## config.mk

```make
export PLATFORM = sky130hd
export DESIGN_NAME = ntt_butterfly
export DESIGN_NICKNAME = d
export VERILOG_FILES = /design/src/rtl/ntt_butterfly_pkg.sv /design/src/rtl/ntt_butterfly_mod_add_sub.sv /design/src/rtl/ntt_butterfly.sv
export SDC_FILE = /design/constraint.sdc
export NUM_CORES = 1
export LEC_CHECK = 0
export BUFFER_PORTS_ARGS = -buffer_cell sky130_fd_sc_hd__buf_2
export CAP_MARGIN = 20
export CORE_AREA = 2 2 163 165
export CTS_BUF_LIST = sky130_fd_sc_hd__clkbuf_4 sky130_fd_sc_hd__clkbuf_8
export CTS_CLUSTER_SIZE = 24
export DETAILED_ROUTE_END_ITERATION = 10
export DIE_AREA = 0 0 165 167
export PLACE_DENSITY = 0.89
export SYNTH_ARGS = -nofsm -noshare
export SYNTH_HDL_FRONTEND = slang
export SYNTH_SLANG_ARGS = --single-unit
```

## constraint.sdc

```tcl
create_clock -name clk -period 5.17 [get_ports clk]
set_input_delay 0 -clock clk [delete_from_list [all_inputs] [get_ports clk]]
set_output_delay 0 -clock clk [all_outputs]
set_load 0.01 [all_outputs]
```

## src/rtl/ntt_butterfly_pkg.sv

```systemverilog
// Shared widths and mode encodings for the radix-2 NTT butterfly.
package ntt_butterfly_pkg;

    localparam int DATA_SIZE_ARB = 16;

    typedef enum logic {
        BF_CT = 1'b0,
        BF_GS = 1'b1
    } bf_mode_e;

endpackage

```

## src/rtl/ntt_butterfly_mod_add_sub.sv

```systemverilog
// Combinational modular adder/subtractor: (x+y) mod q and (x-y) mod q.
// Both operands must already be reduced below q.
module mod_add_sub
    import ntt_butterfly_pkg::*;
#(
    parameter int W = DATA_SIZE_ARB
) (
    input  logic [W-1:0] x_i,
    input  logic [W-1:0] y_i,
    input  logic [W-1:0] q_i,
    output logic [W-1:0] sum_o,
    output logic [W-1:0] diff_o
);

    logic [W:0] sum_ext;
    logic [W:0] diff_ext;

    // One conditional correction is enough because x, y < q.
    always_comb begin
        sum_ext  = {1'b0, x_i} + {1'b0, y_i};
        diff_ext = {1'b0, x_i} - {1'b0, y_i};
        sum_o    = (sum_ext >= {1'b0, q_i}) ? W'(sum_ext - {1'b0, q_i}) : sum_ext[W-1:0];
        diff_o   = (x_i < y_i) ? W'(diff_ext + {1'b0, q_i}) : diff_ext[W-1:0];
    end

endmodule

```

## src/rtl/ntt_butterfly.sv

```systemverilog
// Pipelined CT/GS radix-2 NTT butterfly wrapped around an external ModMult.
// Latency is MM_LAT+2 in both modes, so mixed-mode streams never collide.
module ntt_butterfly
    import ntt_butterfly_pkg::*;
#(
    parameter int MM_LAT = 6,
    parameter int W      = DATA_SIZE_ARB
) (
    input  logic         clk,
    input  logic         reset,
    input  logic         in_valid,
    input  logic         mode,
    input  logic [W-1:0] A,
    input  logic [W-1:0] B,
    input  logic [W-1:0] W_tw,
    input  logic [W-1:0] q,
    output logic [W-1:0] mm_a,
    output logic [W-1:0] mm_b,
    input  logic [W-1:0] mm_c,
    output logic         out_valid,
    output logic [W-1:0] E,
    output logic [W-1:0] O,
    output logic         busy
);

    typedef struct packed {
        logic [W-1:0] a;
        logic [W-1:0] s;
        logic         mode;
        logic         valid;
    } carry_t;

    logic [W-1:0] gs_sum, gs_diff, ct_sum, ct_diff;
    logic [W-1:0] mm_a_d, mm_a_q, mm_b_q;
    logic [W-1:0] e_d, e_q, o_d, o_q;
    logic         out_valid_q;
    logic         busy_d;
    carry_t       s1_d, s1_q;
    carry_t       dl_q [MM_LAT];
    carry_t       dl_out;

    mod_add_sub #(.W(W)) u_stage1 (
        .x_i    (A),
        .y_i    (B),
        .q_i    (q),
        .sum_o  (gs_sum),
        .diff_o (gs_diff)
    );

    // GS does its add/sub before the multiply; CT just forwards B.
    always_comb begin
        s1_d.a     = A;
        s1_d.s     = gs_sum;
        s1_d.mode  = mode;
        s1_d.valid = in_valid;
        mm_a_d     = (bf_mode_e'(mode) == BF_GS) ? gs_diff : B;
    end

    always_ff @(posedge clk) begin
        if (reset) begin
            s1_q   <= '0;
            mm_a_q <= '0;
            mm_b_q <= '0;
        end else begin
            s1_q   <= s1_d;
            mm_a_q <= mm_a_d;
            mm_b_q <= W_tw;
        end
    end

    // Carried operands ride alongside the ModMult pipeline so they meet mm_c.
    always_ff @(posedge clk) begin
        if (reset) begin
            for (int i = 0; i < MM_LAT; i++) begin
                dl_q[i] <= '0;
            end
        end else begin
            dl_q[0] <= s1_q;
            for (int i = 1; i < MM_LAT; i++) begin
                dl_q[i] <= dl_q[i-1];
            end
        end
    end

    assign dl_out = dl_q[MM_LAT-1];

    mod_add_sub #(.W(W)) u_stage2 (
        .x_i    (dl_out.a),
        .y_i    (mm_c),
        .q_i    (q),
        .sum_o  (ct_sum),
        .diff_o (ct_diff)
    );

    always_comb begin
        e_d = e_q;
        o_d = o_q;
        if (dl_out.valid) begin
            if (bf_mode_e'(dl_out.mode) == BF_GS) begin
                e_d = dl_out.s;
                o_d = mm_c;
            end else begin
                e_d = ct_sum;
                o_d = ct_diff;
            end
        end
    end

    always_ff @(posedge clk) begin
        if (reset) begin
            e_q         <= '0;
            o_q         <= '0;
            out_valid_q <= 1'b0;
        end else begin
            e_q         <= e_d;
            o_q         <= o_d;
            out_valid_q <= dl_out.valid;
        end
    end

    // Busy covers every tagged stage, including the output register.
    always_comb begin
        busy_d = s1_q.valid | out_valid_q;
        for (int i = 0; i < MM_LAT; i++) begin
            busy_d = busy_d | dl_q[i].valid;
        end
    end

    assign mm_a      = mm_a_q;
    assign mm_b      = mm_b_q;
    assign E         = e_q;
    assign O         = o_q;
    assign out_valid = out_valid_q;
    assign busy      = busy_d;

endmodule

```

==> metrics.md, run 1 <==
| Metric | Value |
|---|---|
| TritonCTS clock tree | done |
| Clock transition at the registers of the reported paths | approximately 0.070 ns |
| Final Max Slew Viols | 0 |
| Pleak | roughly 0.0081 µW |
| Predominant post-synthesis flop cell | dfxtp_1 |
| WL/cell | ~18 µm |
| Synthesized flop and latch total | 303 |
| Die Wd | around 170 µm |
| Yosys cell types | 76 |
| Endpoints failing setup | 0 |
| Hold Crit Class | input port to register |
| Hold Slack | around 0.035 ns |
| IR Drop Worst-Case VDD | approximately 0.29 mV |
| Met2 Use GR | a little under half |
| Most Crowded Layer GR | met2 |
| Average cell area after synthesis | between 9 and 10 µm² |
| Via density | approximately 5.7 |
| WP data required | 5.60 ns |
| Setup Crit Path Kind | register to register |
| GP Congestion | 0.971 |
| Skew-Pair Late Insertion Delay | ~0.58 ns |
| Cell Rows | 59 |
| Largest net degree at the start of global routing | about 120 |
| Run status | finished, final reports clean |
| Area growth syn-to-layout | 17.6% |
| Initial antenna violation count | 1 |
| Ports | 150 |
| Setup slack, reg-to-reg | around 0.61 ns |
| Vias in the first global route | 12100 |
| Setup Skew | roughly 0.025 ns |
| Clock share of power | approximately a third |
| Die Height | roughly 170 µm |
| Netlist Area Pre-Place | 0.0152 mm² |
| GRT Total Usage | 28.8% |
| Final wirelength | about 40000 µm |
| Starting Density | between 50% and 60% |
| Post-route setup slack | 0.605 ns |
| RSZ-0062 raised after global routing | no |
| Residual DRC count | 0 |
| CTS root buffer | clkbuf_8 |
| # diodes | 0 |
| CTS Buf Count | 47 |
| H-tree depth | 2 |
| Core ar. | around 0.026 mm² |
| Int Pwr | 4180 µW |
| Post-Synthesis Cells | between 1500 and 2000 |
| Final Cycle Share | between 80% and 90% |
| # port buffers | 149 |
| Post-layout util | between 60 and 70% |
| FMAX | between 200 and 250 MHz |
| First-pass GRT wire length | about 62000 µm |
| Met1 Resource Use GR | 36.1% |
| Gr ovfl total | 0 |
| Worst EP arrival | between 4 and 5 ns |
| Ratio of cells with drive above 1 in the final layout | around 14% |
| Nets@finish | around 2100 |
| Most frequent cells in the layout | dfxtp_1 (303), nor2b_1 (260), buf_2 (148), ha_1 (126), nor2_1 (114) |
| Pwr dens | 334 mW/mm² |
| CTS max path bufs | 3 |
| DP HPWL | between 20000 and 30000 µm |
| DRT iter0 DRCs | 982 |
| Synthesized net count | around 1900 |
| Reg power frac | a little over two fifths |
| P_sw | ~1800 µW |
| Sw frac | between 20 and 30% |
| Max-slew headroom | between 20% and 30% |
| CP Capture Type | register |
| CP max FO | 15 |
| Fin. Hold Viols | 0 |
| Clk sinks | 303 |
| Seq/Total Area, Yosys | between 30% and 40% |
| Post-synth ARST share | 0% |
| Total power | ~6000 µW |
| Number of enable flip-flop cells after synthesis | 0 |
| Post-CTS Setup Inserts | 0 |
| Grt met3 use | under 10% |
| Final setup TNS | 0 ns |
| Vias | 12700 |
| Synth warn | 0 |
| Post-DRT Antenna Nets | 0 |
| CTS resizes | 0 |
| Part of the power in combinational logic | about a quarter |
| Commonest non-fill, non-tap cell in the layout | dfxtp_1 |
| Pre-CTS setup slack | roughly 0.72 ns |
| Fin crit period | between 4 and 5 ns |
| Worst-margin pin slew | around 1.2 ns |
| DR pass1 iterations | 6 |
| Die area | 0.0276 mm² |
| Maxcap violations | 0 |
| CP Launch Type | register |
==> cells in the mapped netlist, types with 5 or more instances <==
cell type,number,area share (%)
ha_1,126,10
nand4_1,8,0.33
nor2b_1,260,11
and3_1,13,0.54
a211oi_1,33,1.6
clkbuf_1,59,1.5
a21oi_1,100,3.3
nor4_1,9,0.37
nor2_1,114,2.8
xnor2_1,68,3.9
a21o_1,32,1.6
nand3_1,17,0.56
dfxtp_1,303,40
o21bai_1,24,1.2
inv_1,95,2.4
mux2i_1,42,2.8
or2_2,6,0.25
or3_1,15,0.62
o21a_1,7,0.35
o21ai_0,55,1.8
o211ai_1,6,0.30
buf_2,8,0.26
o22ai_1,11,0.45
o21ai_1,5,0.16
and2_1,6,0.25
nor3_1,23,0.76
nand2b_1,17,0.70
xor2_1,24,1.4
or4_1,6,0.30
a31oi_1,13,0.54
fa_1,8,1.1
a211o_1,8,0.46
nand2_1,57,1.4
o31ai_1,7,0.35
==> timing repair <==
action | in CTS | in global routing
setup endpoints to repair | 0 | 0
endpoints found under the hold margin | 65 | 0
hold buffers | 78 | 0
==> routing by layer <==
layer / share of wire (%) / vias to the layer above
met5: 0 / -
met4: 5.2 / 0
met3: 8.8 / 127
met2: 46 / 617
met1: 40 / 5855
li1: - / 6087
==> sequential cells by signal, indices dropped and copies added, names as in the netlist <==
signal / flops
s1_q: 34
mm_a: 16
dl_q: 204
E: 16
out_valid: 1
mm_b: 16
O: 16
==> metrics by stage <==
stage,std cells,instance area [µm²]
2_1_floorplan,1657,15200
5_1_grt,2233,17800
3_5_place_dp,2074,16100
6_report,2233,17800
4_1_cts,2231,17800
3_3_place_gp,2074,16100
==> worst max-delay path, cell delays in order, from the launching register on <==
cell      delay [ns]
dfxtp_1         0.32
ha_1            0.41
or3_1           0.41
o21ai_1         0.35
a211oi_2        0.16
o41ai_2         0.44
xnor2_1         0.19
ha_1            0.42
nand2_1         0.07
or3_1           0.37
nor4_1          0.30
nor4_1          0.09
o21ai_2         0.14
or2_1           0.15
buf_4           0.24
mux2i_1         0.27
o22ai_1         0.10
==> cells by family (layout without fill, tap and decap cells) <==
kind of cell | Yosys count | in the layout | share of synthesized area, %
buf+inv | 170 | 411 | 4.44
mux | 43 | 43 | 2.84
fa+ha+maj | 134 | 134 | 11.4
flops | 303 | 303 | 40.0
xor+xnor | 92 | 92 | 5.31
compound gates | 354 | 354 | 15.7
simple gates | 561 | 561 | 20.3
==> final cells by class <==
class                      count  area, µm²
fill                        1894       7920
inverter                      96        360
clock inverter                 9       67.6
timing repair buffer         236       1620
sequential                   303       6070
clock buffer                  70        882
multi-input combinational   1184       8430
tap                          335        419
==> power by group through the flow <==
stage	Clock [µW]	Combinational (µW)	Sequential, µW
2_1_floorplan	0	1010	2540
3_3_place_gp	0	1300	2540
3_5_place_dp	0	1330	2540
4_1_cts	2040	1390	2500
5_1_grt	2150	1570	2500
6_report	2010	1450	2500
==> final timing paths <==
check              startpoint           to  depth (start not counted)
hold reg to reg   dl_q[1][28]  dl_q[2][28]                          1
hold / removal           mode     mm_a[10]                          2
setup reg to reg  dl_q[5][21]         E[9]                         16
setup / recovery  dl_q[5][21]         E[9]                         16
Power figures use the tool's default switching activity.
==> run 2, diff against run 1 <==
--- a/config.mk
+++ b/config.mk
@@ -5,13 +5,14 @@
 export SDC_FILE = /design/constraint.sdc
 export NUM_CORES = 1
 export LEC_CHECK = 0
+export ABC_AREA = 1
 export BUFFER_PORTS_ARGS = -buffer_cell sky130_fd_sc_hd__buf_2
 export CAP_MARGIN = 20
-export CORE_AREA = 2 2 163 165
+export CORE_AREA = 2 2 170 172
 export CTS_BUF_LIST = sky130_fd_sc_hd__clkbuf_4 sky130_fd_sc_hd__clkbuf_8
 export CTS_CLUSTER_SIZE = 24
 export DETAILED_ROUTE_END_ITERATION = 10
-export DIE_AREA = 0 0 165 167
+export DIE_AREA = 0 0 172 174
 export PLACE_DENSITY = 0.89
 export SYNTH_ARGS = -nofsm -noshare
 export SYNTH_HDL_FRONTEND = slang
==> run 2 against run 1 <==
Non-clock buffer count is 9 lower; area after synthesis is 9.9% higher; global-route usage is 6.3 points higher; register-to-register slack better by 0.74 ns; die area is 8.6% higher; critical path depth is 8 higher; worst setup slack better by 0.48 ns; combinational power is 9.7% higher; sequential power hardly changed; sequential cell count stayed put; count of clock-buffer cells in the layout is 5 lower; power is 4.7% higher; largest power group unchanged; highest routed layer unchanged.
==> metrics.md, run 2 <==
| Metric | Value |
|---|---|
| Vias in the first global route | between 15000 and 20000 |
| Top post-synthesis cells by area | dfxtp_1 (36%), nand2_1 (11%), inv_1 (10%) |
| Final wirelength | approximately 53000 µm |
| WL/cell | approximately 17 µm |
| Most used cell, CP | nand2_1 |
| Worst-margin pin slew | about 0.98 ns |
| Initial antenna violation count | 1 |
| Starting Density | 59.0% |
| Endpoints failing setup | 0 |
| Maxcap violations | 0 |
| Most common cell in the netlist | nand2_1 |
| Seq/Total Area, Yosys | roughly 36% |
| Predominant post-synthesis flop cell | dfxtp_1 |
| Residual DRC count | 0 |
| Clk sinks | 303 |
| Largest Register | dl_q |
| IR Drop Worst-Case VDD | roughly 0.34 mV |
| DR pass1 iterations | 8 |
| Post-CTS Setup Inserts | 0 |
| FMAX | between 200 and 250 MHz |
| RSZ-0062 raised after global routing | no |
| Die Height | between 150 and 200 µm |
| Commonest non-fill, non-tap cell in the layout | nand2_1 |
| Multi-input combinational cell area | 0.00849 mm² |
| DRT iter0 DRCs | around 1500 |
| TritonCTS clock tree | done |
| CTS max path bufs | 3 |
| Largest register FFs | between 200 and 250 |
| Die Wd | 172 µm |
| First-pass GRT wire length | about 81000 µm |
| FF/Latch Area | 0.00607 mm² |
| WP data required | 5.65 ns |
| Final Cycle Share | 79.0% |
| DP HPWL | 38700 µm |
| Number of enable flip-flop cells after synthesis | 0 |
| Max-slew headroom | a little over a third |
| Fin area | about 0.019 mm² |
| Ports | 150 |
| Vias | about 16000 |
| Skew-Pair Late Insertion Delay | roughly 0.60 ns |
| HP Start | mm_c[3] |
| Cell area after placement | 0.0175 mm² |
| Setup slack, reg-to-reg | ~1.4 ns |
| Worst reg2reg path depth | 18 |
| Yosys cell types | 45 |
| Clock transition at the registers of the reported paths | around 0.06 ns |
| CTS root buffer | clkbuf_8 |
| CP Launch Type | input port |
| H-tree depth | 2 |
| Synthesized net count | approximately 2600 |
| Ratio of cells with drive above 1 in the final layout | around a tenth |
| Synthesized flop and latch total | between 300 and 400 |
| Worst r2r src | dl_q[5][24] |
| CP max FO | 6 |
| Setup Crit Path Kind | input port to register |
| Fin. Hold Viols | 0 |
| Nets@finish | between 2000 and 3000 |
| Average cell area after synthesis | between 6 and 7 µm² |
| CP max stage cell | dlygate4sd3_1 |
| GP Congestion | between 1 and 1.5 |
| Biggest regs | dl_q (204), s1_q (34) |
| Final setup TNS | 0 ns |
| Via density | 5.28 |
| Worst EP arrival | approximately 4.6 ns |
| Largest net degree at the start of global routing | around 140 |
| CTS resizes | 0 |
| # port buffers | 149 |
| Core ar. | around 0.028 mm² |
| Pleak | just under 0.01 µW |
| Post-Synthesis Cells | ~2400 |
| GRT Total Usage | 35.1% |
| Hold Crit Endpoint | O[3] |
| Most frequent cells in the layout | nand2_1 (505), inv_1 (447), nor2_1 (391), dfxtp_1 (303), a21oi_1 (159) |
| CP Capture Type | register |
| Final Max Slew Viols | 0 |
| Synth cell count leaders | nand2_1 (505), inv_1 (447), nor2_1 (391) |
| CTS Buf Count | 46 |
| Post-DRT Antenna Nets | 0 |
| Setup Skew | around 0.035 ns |
| Synth top area share | a little over a third |
| Synth warn | 0 |
| Area growth syn-to-layout | 15.5% |
| Pwr dens | approximately 320 mW/mm² |
| Synth area leader | dfxtp_1 |
| Fin crit period | 4.09 ns |
| Run status | finished, final reports clean |
| Crit path largest cell delay | around 0.55 ns |
| Worst Hold Depth | 5 |
| Cell Rows | between 60 and 70 |
| Gr ovfl total | 0 |
| CP Cell Sequence | dlygate4sd3_1, buf_2, inv_1, ha_1, inv_1, fa_1, nand3_1, nand2_1, nand2_1, nand3_1, xor2_1, inv_1, ha_1, a21oi_1, o21ai_0, a21oi_1, nand2_1, nand2_1, nand3_1, nand2_1, nand2_1, nor2_1, nor2_1, dlygate4sd3_1 |
| Reg-to-Reg End | E[0] |
| Total power | around 6200 µW |
| CTS Hold Buffers Added | 76 |
| Netlist Area Pre-Place | roughly 0.017 mm² |
| Hold Crit Class | input port to register |
| Post-synth ARST share | 0% |
| Final-layout fill cell count | 2381 |
| Die area | roughly 0.03 mm² |
-- run 2: cell types whose count changed after synthesis, sizes merged, moves of 67 or more --
cell | previous run | this run
a21oi | 100 | 167
inv | 95 | 458
nand2 | 57 | 514
nand3 | 17 | 161
nor2 | 114 | 398
nor2b | 260 | 1
-- run 2: per-stage QoR --
stage / hold slack, ns / setup WS [ns] / cells / utilization [%]
after detailed placement: 0.208 / 1.45 / 2890 / 62.1
after CTS: 0.0274 / 1.32 / 3042 / 68.2
after global routing: 0.0615 / 0.820 / 3043 / 68.2
final: 0.0817 / 1.08 / 3043 / 68.2
after floorplan: 0.107 / 2.14 / 2431 / -
after global placement: 0.198 / 1.44 / 2890 / 62.1
-- run 2: how the worst max path moves through the flow --
stage / to / depth (start not counted) / slack, ns / start
floorplan: E[10] / 23 / 2.14 / dl_q[5][18]
global placement: E[0] / 18 / 1.44 / dl_q[5][24]
detailed placement: E[0] / 18 / 1.45 / dl_q[5][24]
CTS: mm_a[15] / 24 / 1.32 / A[0]
global route: mm_a[15] / 24 / 0.82 / A[0]
finish: mm_a[15] / 24 / 1.08 / A[0]
-- run 2: critical path, delay by kind of cell --
| kind | cells | cell delay (ns) |
|---|---|---|
| buffers and inverters | 6 | 1.50 |
| and+or+nand+nor | 11 | 1.11 |
| adders and majority gates | 3 | 0.94 |
| AOI/OAI and AO/OA | 3 | 0.76 |
| xor gates and xnor gates | 1 | 0.25 |
-- run 2: power by group --
| group | leakage (µW) | switching (µW) | internal, µW |
|---|---|---|---|
| clock | 0.000514 | 973 | 1160 |
| combinational | 0.00695 | 1040 | 551 |
| sequential | 0.00247 | 52.7 | 2460 |
-- run 2: final cells by class --
| class | count | area share, % |
|---|---|---|
| Clock buffer | 65 | 4.16 |
| Clock inverter | 11 | 0.870 |
| Antenna cell | 1 | 0.0130 |
| Sequential cell | 303 | 31.5 |
| Timing Repair Buffer | 227 | 7.94 |
| Inverter | 459 | 8.97 |
| Multi-Input combinational cell | 1593 | 44.1 |
| Tap cell | 384 | 2.49 |
-- run 2: routing by layer --
metal | track usage [%] | wire, µm | up-vias
li1 | - | - | 7845
met1 | 42.0 | 21100 | 7294
met2 | 60.7 | 25200 | 726
met3 | 5.28 | 3720 | 199
met4 | 18.0 | 3130 | 0
met5 | 0 | 0 | -
-- run 2: cells by family (layout without fill, tap and decap cells) --
family / Yosys count / in the layout / share of synthesized area, %
other: 0 / 1 / 0
AOI/OAI and AO/OA: 255 / 255 / 8.70
and+or+nand+nor: 1138 / 1138 / 28.3
adders and majority gates: 134 / 134 / 10.4
xor gates and xnor gates: 66 / 66 / 3.47
DFF: 303 / 303 / 36.4
buffers and inverters: 535 / 762 / 12.7
